## src/rtl/median_level_detector.sv

```systemverilog
// Hysteresis level detector for the median filter output stream: N-sample confirmed
// level changes, rise/fall pulses, per-episode peak capture and a saturating rise counter.
module median_level_detector #(
  parameter int WIDTH   = 16,
  parameter int CONFIRM = 4,
  parameter int CNT_W   = 16
) (
  input  logic             ck100m,
  input  logic             srst,
  input  logic             enable,
  input  logic [WIDTH-1:0] in,
  input  logic [WIDTH-1:0] th_hi,
  input  logic [WIDTH-1:0] th_lo,
  output logic             level,
  output logic             rise_pulse,
  output logic             fall_pulse,
  output logic [WIDTH-1:0] peak,
  output logic             peak_valid,
  output logic [CNT_W-1:0] event_cnt,
  output logic             cfg_err
);

  localparam int CW = $clog2(CONFIRM + 1);
  localparam logic [CW-1:0] CONF_N = CW'(CONFIRM);

  typedef enum logic [1:0] {LOW, RISE_PEND, HIGH, FALL_PEND} state_t;

  state_t           state;
  logic [CW-1:0]    conf_cnt;
  logic [WIDTH-1:0] run_max;

  logic             qual_hi;
  logic             qual_lo;
  logic [WIDTH-1:0] max_in;
  logic [CW-1:0]    conf_next;
  logic [CNT_W-1:0] cnt_inc;

  always_comb begin
    qual_hi   = (in >= th_hi);
    qual_lo   = (in <= th_lo);
    max_in    = (in > run_max) ? in : run_max;
    conf_next = conf_cnt + 1'b1;
    cnt_inc   = (event_cnt == '1) ? event_cnt : event_cnt + 1'b1;
  end

  always_ff @(posedge ck100m) begin
    if (srst) begin
      state      <= LOW;
      conf_cnt   <= '0;
      run_max    <= '0;
      level      <= 1'b0;
      rise_pulse <= 1'b0;
      fall_pulse <= 1'b0;
      peak       <= '0;
      peak_valid <= 1'b0;
      event_cnt  <= '0;
      cfg_err    <= 1'b0;
    end else begin
      cfg_err    <= (th_lo > th_hi);
      rise_pulse <= 1'b0;
      fall_pulse <= 1'b0;
      peak_valid <= 1'b0;
      if (enable) begin
        // A bad threshold pair silently abandons any episode: no pulses, no peak.
        if (cfg_err) begin
          state    <= LOW;
          conf_cnt <= '0;
          run_max  <= '0;
          level    <= 1'b0;
        end else begin
          case (state)
            LOW: begin
              if (qual_hi) begin
                run_max <= in;
                if (CONFIRM == 1) begin
                  state      <= HIGH;
                  level      <= 1'b1;
                  rise_pulse <= 1'b1;
                  event_cnt  <= cnt_inc;
                end else begin
                  state    <= RISE_PEND;
                  conf_cnt <= CW'(1);
                end
              end
            end
            RISE_PEND: begin
              if (qual_hi) begin
                run_max <= max_in;
                if (conf_next == CONF_N) begin
                  state      <= HIGH;
                  level      <= 1'b1;
                  rise_pulse <= 1'b1;
                  event_cnt  <= cnt_inc;
                  conf_cnt   <= '0;
                end else begin
                  conf_cnt <= conf_next;
                end
              end else begin
                state    <= LOW;
                conf_cnt <= '0;
                run_max  <= '0;
              end
            end
            HIGH: begin
              run_max <= max_in;
              if (qual_lo) begin
                if (CONFIRM == 1) begin
                  state      <= LOW;
                  level      <= 1'b0;
                  fall_pulse <= 1'b1;
                  peak_valid <= 1'b1;
                  peak       <= max_in;
                end else begin
                  state    <= FALL_PEND;
                  conf_cnt <= CW'(1);
                end
              end
            end
            FALL_PEND: begin
              run_max <= max_in;
              if (qual_lo) begin
                if (conf_next == CONF_N) begin
                  state      <= LOW;
                  level      <= 1'b0;
                  fall_pulse <= 1'b1;
                  peak_valid <= 1'b1;
                  peak       <= max_in;
                  conf_cnt   <= '0;
                end else begin
                  conf_cnt <= conf_next;
                end
              end else begin
                state    <= HIGH;
                conf_cnt <= '0;
              end
            end
            default: begin
              state    <= LOW;
              conf_cnt <= '0;
              run_max  <= '0;
              level    <= 1'b0;
            end
          endcase
        end
      end
    end
  end

endmodule

```

## config.mk

```make
export PLATFORM = sky130hd
export DESIGN_NAME = median_level_detector
export DESIGN_NICKNAME = d
export VERILOG_FILES = /design/src/rtl/median_level_detector.sv
export SDC_FILE = /design/constraint.sdc
export NUM_CORES = 1
export LEC_CHECK = 0
export BUFFER_PORTS_ARGS = -buffer_cell sky130_fd_sc_hd__buf_2
export CAP_MARGIN = 20
export CORE_MARGIN = 3
export CORE_UTILIZATION = 60
export DETAILED_ROUTE_END_ITERATION = 8
export PLACE_DENSITY = 0.84
export SETUP_SLACK_MARGIN = 0.02
export SYNTH_ARGS = -nofsm -noshare
export SYNTH_HDL_FRONTEND = slang
export SYNTH_SLANG_ARGS = --single-unit
export TNS_END_PERCENT = 20
```

## constraint.sdc

```tcl
create_clock -name ck100m -period 8.7 [get_ports ck100m]
set_input_delay 2.175 -clock ck100m [delete_from_list [all_inputs] [get_ports ck100m]]
set_output_delay 2.175 -clock ck100m [all_outputs]
set_load 0.02 [all_outputs]
```

==> run_results.csv <==
group,metric,value,unit
placed_design,portBuffers,87,
yosys,yosys.area.top_type,"dfxtp_1",
timing,rsz0062_at_grt,"false",
status,status,"completed",
critical_path,r2r_cells,8,
routing,ant_nets,0,
routing,vias,3817,
yosys,synth_seq_cells,57,
hold_path,min_from,"event_cnt[1]",
timing,fin_crit_sh,0.519,
die,die_w,88.2,um
critical_path,crit_fanout,16,
cells_and_area,final_cell_mix,"87 x buf_2, 67 x ha_1, 57 x dfxtp_1",
timing,postLayoutSetupSlackWorst,4.18,ns
critical_path,reg2reg_from,"conf_cnt[0]",
die,fp.dieH,88.2,um
clock_network,clk_latency,0.34,ns
cells_and_area,nets,677,
critical_path,worst-setup-path-type,"input pin to flip-flop",
clock_network,clk_pin_slew,0.07,ns
pwr,ir_drop,0.0748,mV
yosys,synth.top_cell.area_share,0.281,
critical_path,critPathArrivalTime,4.75,ns
die,io_pins,88,
timing,worst_pin_slew,0.890,ns
cells_and_area,layout_commonest_cell,"buf_2",
timing,relSlewSlack,0.407,
clock_network,cts-htree-levels,3,
placed_design,place_ws,3.56,ns
die,coreArea,0.00646,mm2
yosys,ys_seq_area_frac,0.281,
timing,slew_violations,0,
global_routing,grt_pass1_vias,3735,
critical_path,r2r-end,"event_cnt[7]",
timing,min_period,4.52,ns
global_routing,grt-ovfl-total,0,
critical_path,critPathRequiredTime,8.93,ns
routing,drcViolationCount,0,
routing,wl_per_cell,15.5,um
cells_and_area,antennaDiodeCount,0,
yosys,yosys-top-cells-area,"dfxtp_1 28%, ha_1 21%, inv_1 5.2%, mux2i_1 4.0%, a22o_1 3.5%",
routing,drt_iter0_markers,160,
die,start_util,0.628,
yosys,synthesis.area,0.00405,mm2
clock_network,cts_tree,"built",
clock_network,postCtsHoldBufs,0,
cells_and_area,layout-drive-gt1-share,0.206,
clock_network,post-cts-setup-buffers,0,
timing,finalHoldViolations,0,
timing,whs,0.489,ns
timing,setup_viol,0,
critical_path,start_kind,"input pin",
die,row_count,29,
yosys,syn_nets,590,
flow_run,maxCapViolCount,0,
global_routing,grt_max_degree,48,
yosys,synth_edf_count,0,
yosys,yosys_warnings,0,
hold_path,hold_path_class,"flip-flop to flip-flop",
hold_path,hold_end,"event_cnt[1]",
placed_design,hpwl,7590,um
yosys,synth_cell_type_count,53,
timing,clock_skew,0.00888,ns
hold_path,hold_depth,2,
critical_path,cp-end-kind,"flip-flop",
yosys,syn_avg_cell_area,8.59,um2
pwr,pwr_density_cell,139,mW/mm2
global_routing,grt_usage,0.266,
timing,fmax,0.221,GHz
global_routing,antenna_found_initial,0,
global_routing,grt_pass1_wl,16400,um
clock_network,cts_inserted_buffers,9,
clock_network,root_buffer,"clkbuf_8",
cells_and_area,syn2layout_area_growth,17.4,%
yosys,yosys_most_used_dff,"dfxtp_1",
clock_network,cts_sinks,57,
critical_path,r2r_slack,6.11,ns
placed_design,place.gp.congestion,0.882,
routing,drtPass1Iterations,4,
yosys,postSynthCellCount,472,
routing,vias_per_cell,5.95,
clock_network,cts_max_path_buffers,2,
pwr,power_leakage,2.28,nW
timing,final.setup.tns,0,ns
yosys,async_flop_share,0,
die,die_area,0.00778,mm2
routing,drt_wl_total,9910,um
clock_network,ctsResizeCount,0,
cells in the mapped netlist (2+ instances only):
library cell,count
nor2_1,32
and2_1,6
o21ai_0,19
a22o_1,16
o211ai_1,2
a221o_1,2
xor2_1,6
buf_2,2
mux2i_1,16
or4_1,2
nand3_1,9
and4_1,2
a31oi_1,5
clkbuf_1,11
inv_1,56
nor3_1,5
a211oi_1,18
dfxtp_1,57
o21a_1,6
or3_1,9
nor4_1,4
ha_1,67
nand4_1,17
buf_4,2
and3_1,6
a21o_1,9
nand2_1,25
a21oi_1,26
nor2b_1,7
nand2b_1,4
o31ai_1,2
sequential cells by signal, summed over array words and instances (netlist names):
signal and flops:
conf_cnt 3, peak 16, cfg_err 1, rise_pulse 1, peak_valid 1, run_max 16
state 2, event_cnt 16, level 1
worst max-delay path: stages:
cell	delay, ns
buf_2	0.14
ha_1	0.32
a21o_1	0.19
a221o_1	0.33
a221oi_2	0.39
o21ai_0	0.18
buf_4	0.22
o21a_1	0.19
o2bb2ai_1	0.12
buf_4	0.23
a22o_1	0.24
routing by layer:
layer | up-vias | routed length [um] | GRT usage
li1 | 1902 | - | -
met1 | 1772 | 4540 | 0.338
met2 | 121 | 4690 | 0.445
met3 | 22 | 515 | 0.0536
met4 | 0 | 163 | 0.0962
met5 | - | 0 | 0
area by class of cell:
class	instances	area, um2
multi-input cells	344	2640
fillers	519	1700
flip-flops and latches	57	1140
repair buffers	91	473
inverters	56	210
clock buffers	10	138
well taps	77	96.3
clock inverters	6	66.3
stage by stage:
step | instances | util | cell area [um2] | total power [mW]
after floorplan | 472 | - | 4050 | 0.365
after global placement | 624 | 0.703 | 4540 | 0.404
after detailed placement | 624 | 0.703 | 4540 | 0.409
after CTS | 640 | 0.735 | 4750 | 0.660
after global routing | 641 | 0.737 | 4760 | 0.693
final | 641 | 0.737 | 4760 | 0.661
worst max-delay path by stage:
stage | end | from | slack, ns
finish | run_max[6] | in[9] | 4.18
global route | run_max[7] | in[9] | 4.07
CTS | peak[11] | in[14] | 3.84
detailed placement | peak[0] | in[14] | 3.56
global placement | peak[0] | in[15] | 3.69
floorplan | run_max[10] | th_hi[9] | 4.33
cell families after synthesis:
group | Yosys count | share of synthesized area
compound gates | 120 | 0.215
mux | 16 | 0.0395
buf+inv | 71 | 0.0682
xor+xnor | 7 | 0.0151
simple gates | 134 | 0.174
flops | 57 | 0.281
fa+ha+maj | 67 | 0.207
where the power goes:
group,leakage (nW),switching (mW),total [mW],internal (mW)
clock,0.0949,0.114,0.255,0.140
sequential,0.461,0.00611,0.273,0.267
combinational,1.73,0.0761,0.133,0.0574
Note: power is estimated with default switching activity, not from simulation.
